===== src/rtl/id_instr_queue.sv =====
// id_instr_queue: fetch-to-decode instruction FIFO with delay-slot tagging and branch/exception flush.
module id_instr_queue #(
    parameter int DEPTH = 4,
    parameter int PC_W  = 32,
    parameter int EXC_W = 5
) (
    input  logic                         clk,
    input  logic                         rst_n,
    input  logic                         in_valid_i,
    output logic                         in_ready_o,
    input  logic [31:0]                  in_instr_i,
    input  logic [PC_W-1:0]              in_pc_i,
    input  logic [EXC_W-1:0]             in_exc_i,
    output logic                         out_valid_o,
    input  logic                         out_ready_i,
    output logic [31:0]                  out_instr_o,
    output logic [PC_W-1:0]              out_pc_o,
    output logic [EXC_W-1:0]             out_exc_o,
    output logic                         out_bd_o,
    input  logic                         redirect_i,
    input  logic                         flush_i,
    output logic [$clog2(DEPTH):0]       count_o
);
    localparam int AW = $clog2(DEPTH);
    localparam int CW = AW + 1;
    typedef enum logic {NORMAL, WAIT_DS} state_e;
    logic [31:0]      instr_q [DEPTH];
    logic [PC_W-1:0]  pc_q    [DEPTH];
    logic [EXC_W-1:0] exc_q   [DEPTH];
    logic             bd_q    [DEPTH];
    logic [AW-1:0]    rd_q, rd_d, wr_q, wr_d;
    logic [CW-1:0]    count_q, count_d;
    state_e           state_q, state_d;
    logic             last_jmp_q, last_jmp_d;
    logic             push, pop, wr_en, wr_bd, is_jmp;
    logic [5:0]       op, func;

    assign op          = in_instr_i[31:26];
    assign func        = in_instr_i[5:0];
    assign is_jmp      = (op inside {6'b000100, 6'b000101, 6'b000110, 6'b000111,
                                     6'b000001, 6'b000010, 6'b000011})
                       || (op == 6'b000000 && (func == 6'b001000 || func == 6'b001001));
    assign in_ready_o  = count_q != CW'(DEPTH);
    assign out_valid_o = count_q != '0;
    assign push        = in_valid_i && in_ready_o;
    assign pop         = out_valid_o && out_ready_i;
    assign count_o     = count_q;
    assign out_instr_o = out_valid_o ? instr_q[rd_q] : '0;
    assign out_pc_o    = out_valid_o ? pc_q[rd_q]    : '0;
    assign out_exc_o   = out_valid_o ? exc_q[rd_q]   : '0;
    assign out_bd_o    = out_valid_o && bd_q[rd_q];

    always_comb begin
        rd_d       = rd_q;
        wr_d       = wr_q;
        count_d    = count_q;
        state_d    = state_q;
        last_jmp_d = last_jmp_q;
        wr_en      = 1'b0;
        wr_bd      = (state_q == WAIT_DS) || last_jmp_q;
        if (flush_i) begin
            wr_d       = rd_q;
            count_d    = '0;
            state_d    = NORMAL;
            last_jmp_d = 1'b0;
        end else if (redirect_i && pop) begin
            // Only the delay slot survives a taken branch; the target restarts untagged.
            last_jmp_d = 1'b0;
            rd_d       = rd_q + AW'(1);
            if (count_q > CW'(1)) begin
                wr_d    = rd_q + AW'(2);
                count_d = CW'(1);
            end else if (push) begin
                wr_en   = 1'b1;
                wr_bd   = 1'b1;
                wr_d    = wr_q + AW'(1);
                count_d = CW'(1);
            end else begin
                count_d = '0;
                state_d = WAIT_DS;
            end
        end else begin
            wr_en      = push;
            wr_d       = wr_q + AW'(push);
            rd_d       = rd_q + AW'(pop);
            count_d    = count_q + CW'(push) - CW'(pop);
            last_jmp_d = push ? is_jmp : last_jmp_q;
            state_d    = push ? NORMAL : state_q;
        end
    end

    always_ff @(posedge clk or negedge rst_n) begin
        if (!rst_n) begin
            rd_q       <= '0;
            wr_q       <= '0;
            count_q    <= '0;
            state_q    <= NORMAL;
            last_jmp_q <= 1'b0;
            for (int i = 0; i < DEPTH; i++) begin
                instr_q[i] <= '0;
                pc_q[i]    <= '0;
                exc_q[i]   <= '0;
                bd_q[i]    <= 1'b0;
            end
        end else begin
            rd_q       <= rd_d;
            wr_q       <= wr_d;
            count_q    <= count_d;
            state_q    <= state_d;
            last_jmp_q <= last_jmp_d;
            if (wr_en) begin
                instr_q[wr_q] <= in_instr_i;
                pc_q[wr_q]    <= in_pc_i;
                exc_q[wr_q]   <= in_exc_i;
                bd_q[wr_q]    <= wr_bd;
            end
        end
    end
endmodule


===== config.mk =====
export PLATFORM = sky130hd
export DESIGN_NAME = id_instr_queue
export DESIGN_NICKNAME = d
export VERILOG_FILES = /design/src/rtl/id_instr_queue.sv
export SDC_FILE = /design/constraint.sdc
export NUM_CORES = 1
export LEC_CHECK = 0
export ABC_CLOCK_PERIOD_IN_PS = 2560
export BUFFER_PORTS_ARGS = -buffer_cell sky130_fd_sc_hd__buf_2
export CORE_ASPECT_RATIO = 1.25
export CORE_MARGIN = 2
export CORE_UTILIZATION = 54
export CTS_CLUSTER_SIZE = 28
export DETAILED_ROUTE_END_ITERATION = 8
export PLACE_DENSITY = 0.84
export REMOVE_ABC_BUFFERS = 1
export SETUP_SLACK_MARGIN = 0.2
export SLEW_MARGIN = 20
export SYNTH_ARGS = -nofsm -noshare
export SYNTH_HDL_FRONTEND = slang
export SYNTH_SLANG_ARGS = --single-unit
export TNS_END_PERCENT = 30

===== constraint.sdc =====
create_clock -name clk -period 2.56 [get_ports clk]
set_input_delay 0.512 -clock clk [delete_from_list [all_inputs] [get_ports clk]]
set_output_delay 0.512 -clock clk [all_outputs]
set_load 0.01 [all_outputs]

==> metrics, run 1 <==
WHS Endpoint=pc_q[13]$_DFFE_PN0P_; hold path start=in_pc_i[13]; Clock Tree Root=clkbuf_16; Synth area leader=dfrtp_1; number of fill cells in the layout=1789; initial antenna violation count=2; minimum clock period after layout=2730 ps; RSZ-0062 raised after global routing=yes; CTS tree=built; Cell variety after synth=41; final setup fails=69; Core Box Area=0.0268 sq mm; Iteration-0 DRC Markers=408; Yosys warnings=0; peak supply drop=0.000933 V; Clk pwr share=17.5%; nature of the critical path endpoint=output port; Initial Utilization=54.8%; dpl hpwl=19900 microns; H-tree depth=1; Final ANT Viol Nets=0; Mapped Avg Cell Area=17.4 sq um; Final #Nets=1123; critical path required time=2050 ps; R2R Setup Slk=270 ps; Mapped Cells=846; Setup CP Type=reg2out; Top Ports=150; top cells by area, synth=dfrtp_1 49%, mux2_4 28%, mux4_2 11%; Final Hold Viols=0; clock sinks=289; outcome=finished with violations; Routed WL per cell=23.1 microns; EDFF count, synth=0; #FFs+latches synth=289; Max-Cap Viols=0; slowest CP cell=dfrtp_4; fin util=65.4%; internal power=17.0 mW; R2R cell count=7; P per Cell Area=1380 mW/mm^2; Final Max Slew Viols=0; Hold Crit Depth=2; Crit Path Max Fanout=5; Largest stage delay, worst path=500 ps; vias in the first global route=9134; crit path cell chain=buf_12, buf_12, clkbuf_16, mux4_2, and2_4, buf_6; LEAKAGE=8.74 nW; detailed-route DRC error count=0; WP data arrival=2210 ps; post-synthesis sequential area ratio=49.2%; largest net degree at the start of global routing=56; final RePlAce weighted congestion=0.827; sequential power share=34.5%; Final WS setup=-165 ps; FF-to-FF End=instr_q[114]$_DFFE_PN0P_; Global Route Usage Sum=23.1%; layout cells sized above 1=63.2%; failing checks=negative setup slack; Clk pin slew, worst setup/hold paths=60 ps; mapped cell area=0.0147 sq mm; crit start category=flip-flop; GR Overflow Total=0; via count=7998; routed wire length=32500 microns; f_max=367 MHz; CTS Buf Count=30; DP Worst Slack=207 ps; Port Buffers=149; power share of the combinational group=47.9%; design area=0.0175 sq mm; vias per inst=5.68; Area after DPL=0.0158 sq mm; clk buf depth=3; worst hold-check path type=in2reg; Synth top area share=49.2%; NetSw=7.22 mW; switching share of total power=29.8%; Slew @ Worst Pin=792 ps; TritonRoute pass-1 iters=4; die height=188 microns; first-pass GRT wire length=51800 microns; Top FF cell, synth=dfrtp_1; Rows=67; async set-or-reset flop fraction in the synthesized netlist=100%; Crit path top cell by count=buf_12; Area Growth Syn to Fin=19.4%; area occupied by multi-input gates=0.00691 sq mm; Register Area=0.00724 sq mm; chip width=152 microns; reg2reg start=count_o[1]$_DFF_PN0_; Final Cycle Share=106%; max_slew headroom=46.5%; clk_skew=9.88 ps; die footprint=0.0286 sq mm; later-pin clock latency in the skew report=550 ps
[critical path: cells and delay by family (launching register included)]
family,cells,cell delay [ps]
muxes,1,430
buffers and inverters,4,540
DFF,1,500
and+or+nand+nor,1,180
[cell usage in the layout, fill, tap and decap left out, types with 5 or more instances in the layout]
cell type and n:
buf_4 24, mux2_2 5, mux4_2 70, clkbuf_8 9, dfrtp_1 285, and2_1 29, buf_6 50, clkbuf_16 33
buf_2 106, nand2_1 11, inv_1 7, o21ai_0 8, buf_12 26, ha_1 7, mux2_4 272, clkbuf_1 8
a21oi_1 5, and2_4 43
[worst max-delay path by stage]
stage / from / cells past startpoint / end / slack, ps
floorplan: rd_q[0]$_DFFE_PN0N_ / 2 / out_bd_o / -1620
global placement: count_o[0]$_DFF_PN0_ / 9 / count_o[2]$_DFF_PN0_ / 260
detailed placement: count_o[0]$_DFF_PN0_ / 8 / count_o[1]$_DFF_PN0_ / 210
CTS: rd_q[0]$_DFFE_PN0N_ / 6 / out_exc_o[4] / -180
global route: rd_q[0]$_DFFE_PN0N_ / 6 / out_instr_o[10] / -200
finish: rd_q[0]$_DFFE_PN0N_ / 6 / out_instr_o[10] / -170
[Yosys cell counts, types with 2 or more instances]
master    instances
mux4_2           70
nor3_1            5
a211oi_1          2
dfrtp_1         289
ha_1              9
buf_2             8
nand2_1          12
mux2_4          272
xnor2_1           2
buf_12           28
nand3_1           3
nor2_1            3
mux2_2            5
clkbuf_1         18
a21oi_1           5
o21ai_0           8
inv_1             8
and2_1           72
nand2_8           4
a22oi_1           2
[state kept, by name, indices dropped and copies added (netlist names)]
register / cells
exc_q: 20
wr_q: 2
bd_q: 4
count_o: 3
state_q: 1
instr_q: 128
pc_q: 128
last_jmp_q: 1
rd_q: 2
[timing repair]
item	in CTS	in global routing
endpoints found under the setup margin	73	85
cloned	3	2
hold endpoints to repair	46	0
hold buffers	1	0
pin swaps	6	5
gates resized for setup	57	56
buffers inserted	9	2
[per-stage QoR]
step | hold slack (ps) | std cells | power, mW | setup TNS [ps]
final | 248 | 1407 | 24.2 | -6260
after global routing | 231 | 1406 | 25.4 | -10660
after CTS | 224 | 1400 | 23.5 | -7330
after detailed placement | 472 | 1334 | 18.1 | 0
after global placement | 458 | 1334 | 17.8 | 0
after floorplan | 216 | 792 | 15.3 | -116390
[area by class of cell]
class                           count  area share, %
Clock inverter                      5          0.185
Sequential cell                   289           41.3
Inverter                            8          0.171
Antenna cell                        3         0.0428
Clock buffer                       48           5.30
Multi-Input combinational cell    495           39.4
Tap cell                          345           2.46
Timing Repair Buffer              214           11.2
[layer usage]
metal  part of all wire (%)  global-route usage, %
met5                      0                      0
met4                    2.1                   5.63
met3                    4.3                   2.83
met2                     50                   38.4
met1                     43                   32.6
[power groups by stage]
stage | Clock (mW) | Combinational, mW | Sequential [mW]
finish | 4.24 | 11.6 | 8.35
floorplan | 0 | 7.16 | 8.11
global route | 4.51 | 12.3 | 8.60
global placement | 0 | 9.49 | 8.27
detailed placement | 0 | 9.74 | 8.38
CTS | 4.30 | 10.9 | 8.29
[cell families after synthesis]
| family | synth area share (%) |
|---|---|
| compound gates | 1.18 |
| xor+xnor | 0.119 |
| fa+ha+maj | 0.903 |
| buf+inv | 4.75 |
| flops | 49.2 |
| mux | 39.0 |
| simple gates | 4.85 |
(Power assumes the default switching activity.)
==> run 2: changes to the inputs <==
--- a/config.mk
+++ b/config.mk
@@ -7,7 +7,7 @@
 export LEC_CHECK = 0
 export ABC_CLOCK_PERIOD_IN_PS = 2560
 export BUFFER_PORTS_ARGS = -buffer_cell sky130_fd_sc_hd__buf_2
-export CORE_ASPECT_RATIO = 1.25
+export CORE_ASPECT_RATIO = 1.1
 export CORE_MARGIN = 2
 export CORE_UTILIZATION = 54
 export CTS_CLUSTER_SIZE = 28
==> metrics, run 2 (synthesis gave the netlist of run 1 again) <==
CP delay by family, top=multiplexers; crit path buf inv count=3 (-1); critical path required time=2050 ps (about the same); Rows=63 (-6.0%); crit path cell chain=buf_12, clkbuf_16, mux4_2, and2_4, buf_6; die height=177 microns (-6.1%); CTS Buf Count=29 (-3.3%); final RePlAce weighted congestion=0.806 (-2.6%); Final ANT Viol Nets=0 (unchanged); layout cells sized above 1=64.2% (+1.0 points); minimum clock period after layout=2680 ps (-50.3 ps); commonest non-fill, non-tap cell in the layout=dfrtp_1; initial antenna violation count=2 (unchanged); Routed WL per cell=23.0 microns (-0.41%); Setup CP Type=reg2out; clock sinks=289 (unchanged); Area Growth Syn to Fin=19.7%; Largest stage delay, worst path=530 ps (+30 ps); Slew @ Worst Pin=810 ps (+17.9 ps); worst hold-check path type=in2reg; LEAKAGE=8.73 nW (about the same); crit start category=flip-flop; largest net degree at the start of global routing=65 (+16%); RSZ-0062 raised after global routing=yes; later-pin clock latency in the skew report=540 ps (about the same); CTS tree=built; top flop regs=instr_q: 128 flops, pc_q: 128 flops, exc_q: 20 flops; Crit Path Max Fanout=6 (+1); WP data arrival=2160 ps (-50 ps); Iteration-0 DRC Markers=525 (+29%); Final Max Slew Viols=0 (unchanged); dpl hpwl=19700 microns (-1.4%); die footprint=0.0285 sq mm (about the same); outcome=finished with violations; vias in the first global route=8895 (-2.6%); Clock Tree Root=clkbuf_16; peak supply drop=0.000826 V (-11%); Clk pin slew, worst setup/hold paths=60 ps (about the same); Final #Nets=1114 (-0.80%); chip width=161 microns (+6.4%); commonest non-fill, non-tap cells in the layout=284 x dfrtp_1, 273 x mux2_4, 93 x buf_2; DP Worst Slack=140 ps (-67.5 ps); Global Route Usage Sum=22.8% (-0.26 points); Core Box Area=0.0269 sq mm (+0.20%); first-pass GRT wire length=51400 microns (-0.88%); H-tree depth=1 (unchanged); slowest CP cell=mux4_2; Top Ports=150 (unchanged); final setup fails=64 (-7.2%); clk buf depth=3 (unchanged); Port Buffers=149 (unchanged); design area=0.0176 sq mm (+0.24%); hold_ws=256 ps (+7.59 ps); routed wire length=32400 microns (-0.48%); Final WS setup=-115 ps (+50.3 ps); P per Cell Area=1370 mW/mm^2 (-0.34%); Initial Utilization=54.7% (-0.11 points); failing checks=negative setup slack; f_max=374 MHz (+1.9%); Final Cycle Share=105% (-2.0 points); setup TNS=-2420 ps (+3840 ps); total power=24.2 mW (about the same); Final Hold Viols=0 (unchanged); max_slew headroom=45.3% (-1.2 points); TritonRoute pass-1 iters=4 (unchanged); Max-Cap Viols=0 (unchanged); nature of the critical path endpoint=output port; Area after DPL=0.0159 sq mm (+0.11%); via count=7902 (-1.2%); detailed-route DRC error count=0 (unchanged); clk_skew=6.16 ps (-3.72 ps); vias per inst=5.62 (-1.1%); GR Overflow Total=0 (unchanged)
==> run 2: changes by cell type in the layout (fill, tap and decap cells not counted), moves of 2 or more <==
cell and delta:
and2_4 +12, buf_2 -13, clkbuf_8 -3, buf_12 -2, inv_1 -2, nand2_4 +2, buf_8 +3, buf_16 +2
and2_1 -12, buf_4 -11, inv_4 +2, buf_6 +10, clkinv_2 +2
==> run 2: cell type report <==
type / instances / area (sq um)
fillers: 1775 / 9290
clock inverters: 5 / 25.0
well taps: 357 / 447
multi-input cells: 497 / 6980
repair buffers: 204 / 2020
inverters: 8 / 35.0
flip-flops and latches: 289 / 7240
clock buffers: 44 / 842
diodes: 2 / 5.00
==> run 2: timing repair <==
action / CTS / global route
setup buffers: 9 / 0
pin swaps: 4 / 22
endpoints found under the hold margin: 56 / 0
gates resized for setup: 22 / 139
endpoints found under the setup margin: 283 / 200
cloned: 4 / 3
hold buffers: 1 / 0
==> run 2: layer usage <==
layer | track usage (%) | vias to the layer above | part of all wire (%) | wire length, microns
li1 | - | 3445 | - | -
met1 | 32.8 | 4251 | 45 | 14500
met2 | 37.5 | 169 | 50 | 16200
met3 | 3.23 | 37 | 3.7 | 1210
met4 | 5.21 | 0 | 1.5 | 494
met5 | 0 | - | 0 | 0
==> run 2: where the power goes <==
group,switching [mW],total (mW),internal (mW)
Sequential,1.38,8.25,6.87
Clock,1.71,3.96,2.24
Combinational,4.12,12.0,7.84
==> run 2: final timing paths <==
check                                     start                     end  slack (ps)  cells after the start
setup / recovery            rd_q[0]$_DFFE_PN0N_            out_pc_o[29]        -120                      5
hold / removal                       in_pc_i[8]    pc_q[72]$_DFFE_PN0P_         260                      2
setup reg to reg           count_o[0]$_DFF_PN0_    count_o[2]$_DFF_PN0_         210                     10
hold reg to reg             bd_q[3]$_DFFE_PN0P_     bd_q[3]$_DFFE_PN0P_         490                      2
max in group asynchronous                 rst_n     rd_q[1]$_DFFE_PN0N_        1310                      3
min in group asynchronous                 rst_n  instr_q[6]$_DFFE_PN0P_         540                      2
==> run 2: worst reg2reg max path: stages (launching register included) <==
cell and delay [ps]:
dfrtp_2 420, buf_6 140, or3b_4 440, nand2_4 110, ha_4 200, inv_1 60
ha_2 170, inv_2 40, fa_2 370, xnor2_1 130, nor3_1 180
==> run 2: metrics by stage <==
step | util, % | cells
floorplan | - | 792
global placement | 59.0 | 1338
detailed placement | 59.0 | 1338
CTS | 63.0 | 1401
global route | 65.4 | 1406
finish | 65.4 | 1406
==> run 3: changes to the inputs <==
--- a/config.mk
+++ b/config.mk
@@ -5,14 +5,14 @@
 export SDC_FILE = /design/constraint.sdc
 export NUM_CORES = 1
 export LEC_CHECK = 0
-export ABC_CLOCK_PERIOD_IN_PS = 2560
+export ABC_CLOCK_PERIOD_IN_PS = 3200
 export BUFFER_PORTS_ARGS = -buffer_cell sky130_fd_sc_hd__buf_2
 export CORE_ASPECT_RATIO = 1.1
 export CORE_MARGIN = 2
-export CORE_UTILIZATION = 54
+export CORE_UTILIZATION = 64
 export CTS_CLUSTER_SIZE = 28
 export DETAILED_ROUTE_END_ITERATION = 8
-export PLACE_DENSITY = 0.84
+export PLACE_DENSITY = 0.93
 export REMOVE_ABC_BUFFERS = 1
 export SETUP_SLACK_MARGIN = 0.2
 export SLEW_MARGIN = 20
==> constraint.sdc (replaced) <==
create_clock -name clk -period 3.2 [get_ports clk]
set_input_delay 0.64 -clock clk [delete_from_list [all_inputs] [get_ports clk]]
set_output_delay 0.64 -clock clk [all_outputs]
set_load 0.01 [all_outputs]
==> metrics, run 3 (synthesis gave the netlist of run 1 again) <==
TritonRoute pass-1 iters=4 (unchanged); clk_skew=7.35 ps (+1.19 ps); detailed-route DRC error count=0 (unchanged); final RePlAce weighted congestion=0.849 (+5.4%); Cells after DPL=1266 (-5.4%); Initial Utilization=64.7% (+10 points); routed wire length=30800 microns (-4.9%); Clk pwr share=20.1% (+3.7 points); Port Buffers=149 (unchanged); hold_buf cts=0 (-1); clk buf depth=3 (unchanged); f_max=340 MHz; Slew @ Worst Pin=841 ps (+31.5 ps); die footprint=0.0242 sq mm (-15%); FF-to-FF End=pc_q[101]$_DFFE_PN0P_; Global Route Usage Sum=26.5% (+3.6 points); max_slew headroom=43.2% (-2.1 points); final non-filler cell total=1328 (-5.5%); sequential power share=36.9% (+2.8 points); Core Box Area=0.0227 sq mm (-15%); initial antenna violation count=3 (+1); commonest non-fill, non-tap cells in the layout=286 x dfrtp_1, 272 x mux2_4, 148 x buf_2; Setup CP Type=reg2out; Final Cycle Share=92.0%; Clk pin slew, worst setup/hold paths=60 ps (about the same); Top Ports=150 (unchanged); peak supply drop=0.00104 V (+26%); Crit Path Max Fanout=25 (+19); Register Area=0.00724 sq mm (about the same); Max-Cap Viols=0 (unchanged); number of fill cells in the layout=1329 (-25%); worst hold-check path type=in2async; GR Overflow Total=0 (unchanged); R2R cell count=7 (-3); via count=7972 (+0.89%); fin util=73.2% (+7.8 points); final setup fails=0 (-100%); CTS tree=built; outcome=completed; Clock Tree Root=clkbuf_16; DP Worst Slack=512 ps (+373 ps); design area=0.0166 sq mm (-5.5%); vias per inst=6.00 (+6.8%); dpl hpwl=18900 microns (-3.7%); Final WS setup=255 ps (+371 ps); switching share of total power=30.2% (+0.39 points); largest net degree at the start of global routing=86 (+32%); Iteration-0 DRC Markers=468 (-11%); reg2reg start=count_o[2]$_DFF_PN0_; area occupied by multi-input gates=0.00677 sq mm (-3.0%); Final ANT Viol Nets=0 (unchanged); WP data arrival=2300 ps (+140 ps); Final Hold Viols=0 (unchanged); RSZ-0062 raised after global routing=no; die height=163 microns (-8.0%); minimum clock period after layout=2940 ps; Final #Nets=1087 (-2.4%); commonest non-fill, non-tap cell in the layout=dfrtp_1; first-pass GRT wire length=50500 microns (-1.7%); Final Max Slew Viols=0 (unchanged); nature of the critical path endpoint=output port; Area after DPL=0.0155 sq mm (-2.1%); power share of the combinational group=43.0% (-6.5 points); crit start category=flip-flop; H-tree depth=1 (unchanged); vias in the first global route=8950 (+0.62%); NetSw=5.50 mW (-24%); Rows=58 (-7.9%); clock sinks=289 (unchanged); internal power=12.7 mW (-25%); P per Cell Area=1090 mW/mm^2 (-20%); top flop regs=instr_q: 128 flops, pc_q: 128 flops, exc_q: 20 flops; critical path required time=2560 ps (+510 ps); LEAKAGE=8.38 nW (-4.1%); R2R Setup Slk=660 ps (+450 ps); Routed WL per cell=23.2 microns (+0.65%); later-pin clock latency in the skew report=540 ps (about the same); hold_ws=86.7 ps (-169 ps); layout cells sized above 1=57.5% (-6.7 points); Area Growth Syn to Fin=13.2%; chip width=148 microns (-7.9%); CTS Buf Count=29 (unchanged)
==> run 3: layer usage <==
layer  vias to the layer above  global-route usage, %  wire length [microns]
li1                       3395                      -                      -
met1                      4258                   38.1                  13100
met2                       254                   43.0                  15300
met3                        65                   3.36                   1530
met4                         0                   7.88                    845
met5                         -                      0                      0
==> run 3: per-stage QoR <==
stage | TNS [ps] | total power [mW]
floorplan | -78110 | 12.2
global placement | 0 | 14.0
detailed placement | 0 | 14.3
CTS | 0 | 18.3
global route | 0 | 19.1
finish | 0 | 18.2
==> run 3: how the worst max path moves through the flow <==
| stage | startpoint | endpoint | slack (ps) |
|---|---|---|---|
| floorplan | rd_q[0]$_DFFE_PN0N_ | out_bd_o | -1100 |
| global placement | rd_q[0]$_DFFE_PN0N_ | out_pc_o[21] | 600 |
| detailed placement | rd_q[0]$_DFFE_PN0N_ | out_instr_o[20] | 510 |
| CTS | rd_q[1]$_DFFE_PN0N_ | out_instr_o[20] | 240 |
| global route | rd_q[1]$_DFFE_PN0N_ | out_instr_o[20] | 210 |
| finish | rd_q[1]$_DFFE_PN0N_ | out_instr_o[20] | 260 |
==> run 3: area by class of cell <==
type	instances	area share, %
Clock buffer	39	4.95
Tap cell	300	2.26
Clock inverter	14	1.26
Timing Repair Buffer	179	7.07
Inverter	8	0.181
Multi-Input combinational cell	495	40.7
Antenna cell	4	0.0602
Sequential cell	289	43.5
==> run 3: timing repair <==
action / in CTS / in global routing
buffers inserted: 5 / 0
gates resized for setup: 0 / 1
hold endpoints to repair: 0 / 0
setup endpoints to repair: 52 / 1
==> run 3: power groups by stage <==
stage / registers, mW / logic [mW] / clock network, mW
global route: 6.92 / 8.35 / 3.85
finish: 6.72 / 7.82 / 3.66
CTS: 6.69 / 7.88 / 3.72
floorplan: 6.49 / 5.74 / 0
global placement: 6.65 / 7.35 / 0
detailed placement: 6.75 / 7.60 / 0
==> run 3: worst max-delay path, cell delays in order, from the launching register on <==
cell,delay [ps]
dfrtp_4,710
buf_4,360
mux4_2,370
and2_1,180
buf_2,140
